===== config.mk =====
export PLATFORM = sky130hd
export DESIGN_NAME = nn_stream_framer
export DESIGN_NICKNAME = d
export VERILOG_FILES = /design/src/rtl/nn_framer_pkg.sv /design/src/rtl/nn_framer_fifo.sv /design/src/rtl/nn_stream_framer.sv
export SDC_FILE = /design/constraint.sdc
export NUM_CORES = 1
export LEC_CHECK = 0
export BUFFER_PORTS_ARGS = -buffer_cell sky130_fd_sc_hd__buf_2
export CAP_MARGIN = 20
export CORE_UTILIZATION = 55
export CTS_CLUSTER_SIZE = 16
export DETAILED_ROUTE_END_ITERATION = 6
export PLACE_DENSITY = 0.84
export SYNTH_ARGS = -nofsm -noshare
export SYNTH_HDL_FRONTEND = slang
export SYNTH_SLANG_ARGS = --single-unit

===== constraint.sdc =====
create_clock -name ce_clk -period 4.54 [get_ports ce_clk]
set_input_delay 0.681 -clock ce_clk [delete_from_list [all_inputs] [get_ports ce_clk]]
set_output_delay 0.681 -clock ce_clk [all_outputs]
set_load 0.01 [all_outputs]

===== src/rtl/nn_framer_pkg.sv =====
// Shared types and constants for the NN stream framer: FSM states,
// settings register offsets, readback addresses and the bad-address marker.
package nn_framer_pkg;

  typedef enum logic [1:0] {
    ST_IDLE  = 2'd0,
    ST_RUN   = 2'd1,
    ST_DRAIN = 2'd2
  } state_t;

  localparam logic [7:0] REG_CTRL  = 8'd0;
  localparam logic [7:0] REG_N_IN  = 8'd1;
  localparam logic [7:0] REG_N_OUT = 8'd2;

  localparam logic [7:0] RB_STATUS = 8'd0;
  localparam logic [7:0] RB_CFG    = 8'd1;
  localparam logic [7:0] RB_STATS  = 8'd2;

  localparam logic [63:0] RB_BAD = 64'h0BADC0DE0BADC0DE;

endpackage


===== src/rtl/nn_framer_fifo.sv =====
// Synchronous first-word-fall-through FIFO with occupancy output; write-to-read latency 1 cycle.
// Pushes are dropped while full; full/empty come from registered pointers, so a pop frees space next cycle.
module nn_framer_fifo #(
  parameter int WIDTH = 17,
  parameter int DEPTH = 32
) (
  input  logic                     clk,
  input  logic                     rst_n,
  input  logic                     wr_en,
  input  logic [WIDTH-1:0]         wr_dat,
  input  logic                     rd_en,
  output logic [WIDTH-1:0]         rd_dat,
  output logic                     empty,
  output logic                     full,
  output logic [$clog2(DEPTH):0]   level
);

  localparam int AW = $clog2(DEPTH);

  logic [WIDTH-1:0] mem_q [DEPTH];
  logic [AW:0]      wr_ptr_q, wr_ptr_d, rd_ptr_q, rd_ptr_d;
  logic             push, pop;

  assign empty  = (wr_ptr_q == rd_ptr_q);
  assign full   = (wr_ptr_q[AW] != rd_ptr_q[AW]) && (wr_ptr_q[AW-1:0] == rd_ptr_q[AW-1:0]);
  assign level  = wr_ptr_q - rd_ptr_q;
  assign push   = wr_en & ~full;
  assign pop    = rd_en & ~empty;
  // Head is forced to zero when empty so nothing stale leaks onto the bus.
  assign rd_dat = empty ? '0 : mem_q[rd_ptr_q[AW-1:0]];

  always_comb begin
    wr_ptr_d = wr_ptr_q + (AW+1)'(push);
    rd_ptr_d = rd_ptr_q + (AW+1)'(pop);
  end

  always_ff @(posedge clk or negedge rst_n) begin
    if (!rst_n) begin
      wr_ptr_q <= '0;
      rd_ptr_q <= '0;
    end else begin
      wr_ptr_q <= wr_ptr_d;
      rd_ptr_q <= rd_ptr_d;
    end
  end

  always_ff @(posedge clk) begin
    if (push) mem_q[wr_ptr_q[AW-1:0]] <= wr_dat;
  end

endmodule


===== src/rtl/nn_stream_framer.sv =====
// Frames N_IN-word inferences into an ap_fifo core, caps inferences in flight, tlast-marks N_OUT-word results.
// Input path is combinational; output via 1-cycle FWFT FIFO; NN_FRAMER_STATS_EN adds inference/error counters.
module nn_stream_framer
  import nn_framer_pkg::*;
#(
  parameter int DATA_W       = 16,
  parameter int N_IN         = 16,
  parameter int N_OUT        = 5,
  parameter int OUT_DEPTH    = 32,
  parameter int MAX_INFLIGHT = 2,
  parameter int SR_BASE      = 128
) (
  input  logic              ce_clk,
  input  logic              ce_rst_n,
  input  logic              set_stb,
  input  logic [7:0]        set_addr,
  input  logic [31:0]       set_data,
  input  logic [7:0]        rb_addr,
  output logic [63:0]       rb_data,
  input  logic [DATA_W-1:0] s_axis_tdata,
  input  logic              s_axis_tvalid,
  input  logic              s_axis_tlast,
  output logic              s_axis_tready,
  output logic [DATA_W-1:0] core_in_dout,
  output logic              core_in_empty_n,
  input  logic              core_in_read,
  input  logic [DATA_W-1:0] core_out_din,
  input  logic              core_out_write,
  output logic              core_out_full_n,
  output logic [DATA_W-1:0] m_axis_tdata,
  output logic              m_axis_tvalid,
  output logic              m_axis_tlast,
  input  logic              m_axis_tready
);

  localparam int LW = $clog2(OUT_DEPTH) + 1;

  state_t        state_q, state_d;
  logic          enable_q, enable_d, cfg_err_q, cfg_err_d, frame_err_q, frame_err_d;
  logic          rst_done_q;
  logic [15:0]   n_in_q, n_in_d, n_out_q, n_out_d;
  logic [15:0]   in_cnt_q, in_cnt_d, out_cnt_q, out_cnt_d;
  logic [7:0]    in_flight_q, in_flight_d;
  logic [63:0]   rb_data_q, rb_data_d, stats_rb;
  logic          wr_ctrl, wr_n_in, wr_n_out, clear;
  logic          active, gate, in_xfer, in_last, in_wrap, in_bad;
  logic          out_push, out_last, m_last_xfer, flight_dec;
  logic          fifo_empty, fifo_full;
  logic [DATA_W:0] fifo_head;
  logic [LW-1:0] fifo_level;
  logic          unused_set_bits;

  assign unused_set_bits = ^set_data[31:16];

  assign wr_ctrl  = set_stb && (set_addr == 8'(SR_BASE) + REG_CTRL);
  assign wr_n_in  = set_stb && (set_addr == 8'(SR_BASE) + REG_N_IN);
  assign wr_n_out = set_stb && (set_addr == 8'(SR_BASE) + REG_N_OUT);
  assign clear    = wr_ctrl & set_data[1];

  // Credit gate: a new frame may only start while fewer than MAX_INFLIGHT results are outstanding.
  assign active          = (state_q != ST_IDLE);
  assign gate            = active && !(in_cnt_q == '0 && in_flight_q == 8'(MAX_INFLIGHT));
  assign core_in_dout    = active ? s_axis_tdata : '0;
  assign core_in_empty_n = s_axis_tvalid & gate;
  assign s_axis_tready   = core_in_read & gate;
  assign in_xfer         = s_axis_tvalid & s_axis_tready;
  assign in_last         = (in_cnt_q == n_in_q - 16'd1);
  assign in_wrap         = in_xfer & in_last;
  assign in_bad          = in_xfer & s_axis_tlast & ~in_last;

  assign core_out_full_n = rst_done_q & ~fifo_full;
  assign out_push        = core_out_write & core_out_full_n;
  assign out_last        = (out_cnt_q >= n_out_q - 16'd1);
  assign m_axis_tvalid   = ~fifo_empty;
  assign m_axis_tdata    = fifo_head[DATA_W-1:0];
  assign m_axis_tlast    = fifo_head[DATA_W];
  assign m_last_xfer     = m_axis_tvalid & m_axis_tready & m_axis_tlast;
  assign flight_dec      = m_last_xfer && (in_flight_q != '0);

  nn_framer_fifo #(.WIDTH(DATA_W + 1), .DEPTH(OUT_DEPTH)) u_out_fifo (
    .clk    (ce_clk),
    .rst_n  (ce_rst_n),
    .wr_en  (out_push),
    .wr_dat ({out_last, core_out_din}),
    .rd_en  (m_axis_tready),
    .rd_dat (fifo_head),
    .empty  (fifo_empty),
    .full   (fifo_full),
    .level  (fifo_level)
  );

  always_comb begin
    enable_d    = enable_q;
    n_in_d      = n_in_q;
    n_out_d     = n_out_q;
    cfg_err_d   = cfg_err_q;
    frame_err_d = frame_err_q;
    in_cnt_d    = in_cnt_q;
    out_cnt_d   = out_cnt_q;
    in_flight_d = in_flight_q;
    if (wr_ctrl) enable_d = set_data[0];
    if (wr_n_in) begin
      if (!active) begin
        if (set_data[15:0] != '0) n_in_d = set_data[15:0];
      end else cfg_err_d = 1'b1;
    end
    if (wr_n_out) begin
      if (!active) begin
        if (set_data[15:0] != '0) n_out_d = set_data[15:0];
      end else cfg_err_d = 1'b1;
    end
    if (in_xfer) in_cnt_d = (in_last || s_axis_tlast) ? '0 : in_cnt_q + 16'd1;
    if (in_bad) frame_err_d = 1'b1;
    if (in_wrap && !flight_dec) in_flight_d = in_flight_q + 8'd1;
    else if (!in_wrap && flight_dec) in_flight_d = in_flight_q - 8'd1;
    if (out_push) out_cnt_d = out_last ? '0 : out_cnt_q + 16'd1;
    if (clear) begin
      cfg_err_d   = 1'b0;
      frame_err_d = 1'b0;
      in_cnt_d    = '0;
      out_cnt_d   = '0;
      in_flight_d = '0;
    end
  end

  // Disable leaves via DRAIN whenever a frame is still partially accepted after this cycle.
  always_comb begin
    state_d = state_q;
    case (state_q)
      ST_IDLE:  if (enable_q) state_d = ST_RUN;
      ST_RUN:   if (!enable_q) state_d = (in_cnt_d == '0) ? ST_IDLE : ST_DRAIN;
      ST_DRAIN: if (in_xfer && (in_last || s_axis_tlast)) state_d = ST_IDLE;
      default:  state_d = ST_IDLE;
    endcase
  end

`ifdef NN_FRAMER_STATS_EN
  logic [31:0] inf_cnt_q, inf_cnt_d, err_cnt_q, err_cnt_d;

  always_comb begin
    inf_cnt_d = inf_cnt_q + 32'(m_last_xfer);
    err_cnt_d = err_cnt_q + 32'(in_bad);
    if (clear) begin
      inf_cnt_d = '0;
      err_cnt_d = '0;
    end
  end

  always_ff @(posedge ce_clk or negedge ce_rst_n) begin
    if (!ce_rst_n) begin
      inf_cnt_q <= '0;
      err_cnt_q <= '0;
    end else begin
      inf_cnt_q <= inf_cnt_d;
      err_cnt_q <= err_cnt_d;
    end
  end

  assign stats_rb = {err_cnt_q, inf_cnt_q};
`else
  assign stats_rb = RB_BAD;
`endif

  always_comb begin
    case (rb_addr)
      RB_STATUS: rb_data_d = 64'({state_q, cfg_err_q, frame_err_q, in_flight_q, 16'(fifo_level)});
      RB_CFG:    rb_data_d = 64'({n_out_q, n_in_q});
      RB_STATS:  rb_data_d = stats_rb;
      default:   rb_data_d = RB_BAD;
    endcase
  end

  assign rb_data = rb_data_q;

  always_ff @(posedge ce_clk or negedge ce_rst_n) begin
    if (!ce_rst_n) begin
      state_q     <= ST_IDLE;
      enable_q    <= 1'b0;
      cfg_err_q   <= 1'b0;
      frame_err_q <= 1'b0;
      rst_done_q  <= 1'b0;
      n_in_q      <= 16'(N_IN);
      n_out_q     <= 16'(N_OUT);
      in_cnt_q    <= '0;
      out_cnt_q   <= '0;
      in_flight_q <= '0;
      rb_data_q   <= '0;
    end else begin
      state_q     <= state_d;
      enable_q    <= enable_d;
      cfg_err_q   <= cfg_err_d;
      frame_err_q <= frame_err_d;
      rst_done_q  <= 1'b1;
      n_in_q      <= n_in_d;
      n_out_q     <= n_out_d;
      in_cnt_q    <= in_cnt_d;
      out_cnt_q   <= out_cnt_d;
      in_flight_q <= in_flight_d;
      rb_data_q   <= rb_data_d;
    end
  end

endmodule


======== Yosys cells after proc, flatten, opt, wreduce, memory -nomap -nowiden ========
Memory sizes are Yosys's and may differ from the RTL's.
Cells that the tools add are included.
word-level totals
  bits in registers ....................... 154
  RAM bits ................................ 544
  input bits .............................. 88
  logic and storage cells ................. 107
  memories kept ........................... 1
operators by class
  add/sub/neg operators ................... 9
  $lt $le $gt $ge ......................... 1
  equal/unequal tests ..................... 14
  muxes and demuxes ....................... 26
  bitwise logic cells ..................... 16
  reduce and logical (&&, ||, !) cells .... 27
memories
  name              depth  width  rd ports  clocked after Yosys merged registers in  write ports  RTL line              RTL
  u_out_fifo.mem_q  32     17     1         0                                        1            nn_framer_fifo.sv:20  logic [WIDTH-1:0] mem_q [DEPTH];
operator list
  cell                                                 count
  case mux 60 bit (2 select lines)                     1
  two-way mux 16 bit                                   7
  adder 16 x 1 -> 16 bit (second input constant)       2
  logical NOT 16 bit                                   2
  subtractor 16 x 1 -> 16 bit (second input constant)  2
  == test 8 bit (second input constant)                3
  two-way mux 8 bit                                    3
  two-way mux 17 bit                                   1
  == test 16 bit                                       1
  >= comparator 16 bit                                 1
  nonzero test 16 bit                                  1
  adder 6 x 1 -> 6 bit                                 2
  AND 1 bit                                            12
  logical AND 1 bit                                    10
  two-way mux 1 bit                                    9
  AND reduction 3 bit                                  3
  adder 8 x 1 -> 8 bit (second input constant)         1
  == test 8 x 1 -> 1 bit (second input constant)       1
  == test 8 x 2 -> 1 bit (second input constant)       1
  logical NOT 8 bit                                    1
  two-way mux 2 bit                                    4
  nonzero test 8 bit                                   1
  subtractor 8 x 1 -> 8 bit (second input constant)    1
  == test 6 bit                                        1
  13 further kinds                                     22

======== Logic depth before layout (Yosys ltp) ========
  word-level depth ........................ 12
  depth in mapped cells ................... 21
  mapped depth without buffers ............ 18

======== By module ========
From an unflattened synthesis, not the netlist that was laid out.
second synthesis, totals
  cell total of the unflattened synthesis .. 1804
  area, all modules ....................... 28822.6 µm²
modules (own cells, without submodules)
  module            times used  cells an instance  area each (µm²)  sequential area each (µm²)
  nn_framer_fifo    1           1102               22017.4          16636.0
  nn_stream_framer  1           702                6805.3           2781.4

======== Least setup slack after synthesis ========
No wires, ideal clock.
  path kind ............................... reg-to-reg
  start ................................... register u_out_fifo.rd_ptr_q[1]
  end ..................................... register in_flight_q[7]
  library setup time ...................... 0.086 ns
  data arrival time ....................... 4.730 ns
  setup slack ............................. -0.276 ns
  cell stages (with the launch flop) ...... 21
  path buffers ............................ 3
  clock period less this slack ............ 4.816 ns
  path through ............................ dfrtp_1 > buf_1 > clkbuf_1 > clkbuf_1 > inv_1 > ha_1 > nand3_1 > nor3_1 > inv_1 > and2_1 > o211ai_1 > nand3_4 > ha_1 > a21o_1 > a21oi_1 > nor2b_1 > o31ai_1 > a21oi_1 > and4_1 > o21a_1 > nor3_1
on the way
  word-level cells in the longest chain between the ends .. 9
  elaborated cells on any way between the ends .. 13
ends and longest elaborated chain
  element                      RTL line                 RTL
  from (decl)                  nn_framer_fifo.sv:21     logic [AW:0] wr_ptr_q, wr_ptr_d, rd_ptr_q, rd_ptr_d;
  from (signal assigned)       nn_framer_fifo.sv:43     rd_ptr_q <= rd_ptr_d;
  == test 6 bit (*)            nn_framer_fifo.sv:24     assign empty = (wr_ptr_q == rd_ptr_q);
  inverter 1 bit (*)           nn_stream_framer.sv:74   assign m_axis_tvalid = ~fifo_empty;
  via m_axis_tvalid            nn_stream_framer.sv:31   output logic m_axis_tvalid,
  AND 1 bit (*) (2 in series)  nn_stream_framer.sv:77   assign m_last_xfer = m_axis_tvalid & m_axis_tready & m_axis_tlast;
  logical AND 1 bit (*)        nn_stream_framer.sv:78   assign flight_dec = m_last_xfer && (in_flight_q != '0);
  logical NOT 1 bit            nn_stream_framer.sv:114  if (in_wrap && !flight_dec) in_flight_d = in_flight_q + 8'd1;
  logical AND 1 bit            nn_stream_framer.sv:114
  two-way mux 8 bit            nn_stream_framer.sv:114
  two-way mux 8 bit            nn_stream_framer.sv:117  if (clear) begin
  to (signal assigned)         nn_stream_framer.sv:198  in_flight_q <= in_flight_d;
  to (decl)                    nn_stream_framer.sv:43   logic [7:0] in_flight_q, in_flight_d;
Mark *: on every way through the listed nets, which the timed path passes. The rest lies on a longest branch.
A chain may end at the register's enable or synchronous reset.

======== Worst setup path in the final report ========
  start ................................... register n_in_q[0]
  end ..................................... register in_flight_q[7]
on the way
  word-level cells in the longest chain between the ends .. 6
  elaborated cells on any way between the ends .. 9
ends and longest elaborated chain
  element                                                         RTL line                                          RTL
  from (decl)                                                     nn_stream_framer.sv:41                            logic [15:0] n_in_q, n_in_d, n_out_q, n_out_d;
  from (signal assigned)                                          nn_stream_framer.sv:182                           n_in_q <= 16'(N_IN);
  from (signal assigned)                                          nn_stream_framer.sv:194                           n_in_q <= n_in_d;
  subtractor 16 x 1 -> 16 bit (*)                                 nn_stream_framer.sv:67                            assign in_last = (in_cnt_q == n_in_q - 16'd1);
  == test 16 bit (*)                                              nn_stream_framer.sv:67
  AND 1 bit (*)                                                   nn_stream_framer.sv:68                            assign in_wrap = in_xfer & in_last;
  logical AND 1 bit / logical NOT 1 bit (equally long branches)   nn_stream_framer.sv:114, nn_stream_framer.sv:115
  two-way mux 8 bit / logical AND 1 bit (equally long branches)   nn_stream_framer.sv:114, nn_stream_framer.sv:115
  two-way mux 8 bit / nonzero test 3 bit (equally long branches)  -
Mark *: on every way between the ends. The rest lies on a longest branch, timed or not.

==> metrics.txt <==
most frequent cells in the layout edfxtp_1, mux4_2, buf_2; most common cell after layout, fill and taps aside edfxtp_1; input/output buffers 156; number of setup buffers added after CTS 0; Hold WC Path Type in -> async; r2r endpoint in_flight_q[7]$_DFFE_PN0P_; buffers from clock root to sink, at most 3; Highest Clock Rate 227 MHz; Reg clk slew, reported paths 0.06 ns; WP data arrival 4.97 ns; Pwr Total 17.9 mW; Hold Vio Cnt, Final 0; status finished, final reports clean; Via density 6.45; Post-Syn Instances 1627; Final Setup Violations 0; period utilization 97.0%; Seq/Total Area, Yosys 68.6%; IO Count 189; P per Cell Area 559 nW/um2; H-tree levels 2; cts bufs inserted 61; Ys Warns 0; CP Max Fanout 12; DR WL/cell 27.9 um; Tmin final 4.40 ns; first-pass GRT wire length 104000 um; final net count 1937; fin. max-slew vios 0; hold slack 0.161 ns; vias in the first global route 16734; largest net degree at the start of global routing 67; initial antenna violation count 3; DR DRC count 0; Mean Syn Cell Area 17.4 um2; Synth cell types 65; worst r2r src n_in_q[0]$_DFFE_PN0P_; TritonRoute pass-1 iters 6; total gr overflow 0; Initial Utilization 56.1%; unrepaired setup endpoints after global routing yes; Skew-Pair Late Insertion Delay 0.65 ns; routed vias 16368; CTS sink cnt 667; Initial DRC Count 2103; Die Width 229 um; Die H 229 um; maxcap violations 0; LEAKAGE 11.6 nW; Layout Skew 0.0373 ns; Synth Register Bits 667; Rows 82; gr usage total 27.2%; DIE AREA 52400 um2; Rel. slew slack 36.9%; placed instance area 30000 um2; Crit. End Element register; core footprint 50500 um2; top_reg_cell synth edfxtp_1; post-layout util 63.5%; hpwl dp 42200 um; CTS tree built; post-synthesis cell area 28300 um2; FF-to-FF path depth 15; CP Class reg -> reg; Critical Path RT 5.10 ns; clk root buf clkbuf_16; Hold Buf Count CTS 0; Final GP Congestion 0.895; ANT nets after route 0; Routed WL 70800 um; worst vdd ir 0.000571 V; FF-to-FF setup slack 0.14 ns; layout cells sized above 1 31.0%; Worst Tran Pin Value 0.946 ns; post-route cell area 32100 um2; Critical Path Source Type register; Area Overhead vs Synth 13.3%; number of synthesized flops with an enable pin 544; Post-synth ARST share 18.4%
## through the flow
stage	instances	setup slack [ns]	setup TNS [ns]
after floorplan	1642	0.0661	0
after global placement	2420	0.121	0
after detailed placement	2420	0.0283	0
after CTS	2535	0.0315	0
after global routing	2535	-0.0253	-0.0253
final	2536	0.138	0
## area by class of cell
class	count	area [um2]
flip-flops and latches	667	19400
diodes	1	2.50
clock inverters	34	338
inverters	26	103
clock buffers	81	1710
fillers	3315	18400
repair buffers	215	1240
multi-input cells	840	8400
well taps	672	841
## sequential cells by signal, indices dropped and copies added, names as in the netlist
register	cells
out_cnt_q	16
rb_data	33
n_out_q	16
u_out_fifo.wr_ptr_q	6
enable_q	1
in_flight_q	8
u_out_fifo.mem_q	544
rst_done_q	1
u_out_fifo.rd_ptr_q	6
n_in_q	16
frame_err_q	1
cfg_err_q	1
state_q	2
in_cnt_q	16
## cells in the mapped netlist, types with 4 or more instances
cell type | number | share of area (%)
a211o_1 | 4 | 0.12
a211oi_1 | 4 | 0.11
a21o_1 | 14 | 0.37
a21oi_1 | 44 | 0.78
a22o_1 | 6 | 0.19
a31oi_1 | 8 | 0.18
and2_1 | 11 | 0.24
and2_4 | 10 | 0.31
and3_1 | 22 | 0.49
buf_1 | 22 | 0.29
buf_4 | 32 | 0.85
clkbuf_1 | 52 | 0.69
dfrtp_1 | 120 | 11
edfxtp_1 | 544 | 58
ha_1 | 36 | 1.6
inv_1 | 21 | 0.28
mux2_2 | 35 | 1.4
mux2i_1 | 18 | 0.64
mux4_2 | 168 | 13
nand2_1 | 84 | 1.1
nand2b_1 | 6 | 0.13
nand3_1 | 36 | 0.64
nand3b_1 | 5 | 0.13
nand4_1 | 13 | 0.29
nor2_1 | 76 | 1.0
nor2b_1 | 27 | 0.60
nor3_1 | 19 | 0.34
nor3b_1 | 5 | 0.13
nor4_1 | 20 | 0.44
o211ai_1 | 6 | 0.16
o21ai_0 | 13 | 0.23
o31ai_1 | 9 | 0.24
or3_1 | 6 | 0.13
or4_1 | 9 | 0.24
xnor2_1 | 50 | 1.5
xor2_1 | 27 | 0.84
## metal layers
metal  global-route usage (%)  wire [um]  vias up
met3                     5.36       7100      242
met1                     33.5      24600     8293
met4                     13.1       3430        6
li1                         -          -     6718
met2                     46.3      35700     1109
met5                        0         38        -
## critical path, stage by stage (launching register included)
cell and delay [ns]:
dfrtp_1 0.48, or4_4 0.58, or3_4 0.37, or4_1 0.50
a21oi_2 0.19, and4_2 0.33, nand3_4 0.09, buf_4 0.21
ha_1 0.32, a21oi_1 0.22, nor2b_1 0.10, o31ai_2 0.25
a21oi_1 0.14, a211oi_1 0.26, nor3_1 0.09, nor3_1 0.17
## power breakdown
| group | internal (mW) | switching [mW] |
|---|---|---|
| Clock | 2.94 | 2.30 |
| Combinational | 2.49 | 2.88 |
| Sequential | 6.90 | 0.407 |
## kinds of logic (layout without fill, tap and decap cells)
| family | count (synthesis) | in the layout | synth area share [%] |
|---|---|---|---|
| compound gates | 127 | 127 | 2.97 |
| xor+xnor | 77 | 77 | 2.38 |
| fa+ha+maj | 38 | 38 | 1.73 |
| buf+inv | 135 | 356 | 2.27 |
| flops | 667 | 667 | 68.6 |
| mux | 221 | 221 | 15.4 |
| other cells | 2 | 18 | 0.0265 |
| simple gates | 360 | 360 | 6.60 |
## repair_timing
| action | in CTS | in global routing |
|---|---|---|
| resized for setup | 4 | 5 |
| endpoints found under the setup margin | 7 | 8 |
| gates cloned | 0 | 0 |
## how the worst max path moves through the flow
stage | end | slack [ns] | from | cells after the start
after global routing | in_flight_q[7]$_DFFE_PN0P_ | -0.03 | n_in_q[0]$_DFFE_PN0P_ | 15
after detailed placement | in_flight_q[7]$_DFFE_PN0P_ | 0.03 | n_in_q[0]$_DFFE_PN0P_ | 15
final | in_flight_q[7]$_DFFE_PN0P_ | 0.14 | n_in_q[0]$_DFFE_PN0P_ | 15
after CTS | m_axis_tdata[2] | 0.03 | u_out_fifo.rd_ptr_q[0]$_DFF_PN0_ | 7
after floorplan | in_flight_q[7]$_DFFE_PN0P_ | 0.07 | u_out_fifo.rd_ptr_q[1]$_DFF_PN0_ | 20
after global placement | in_flight_q[7]$_DFFE_PN0P_ | 0.12 | n_in_q[0]$_DFFE_PN0P_ | 15
Power figures use the tool's default switching activity.
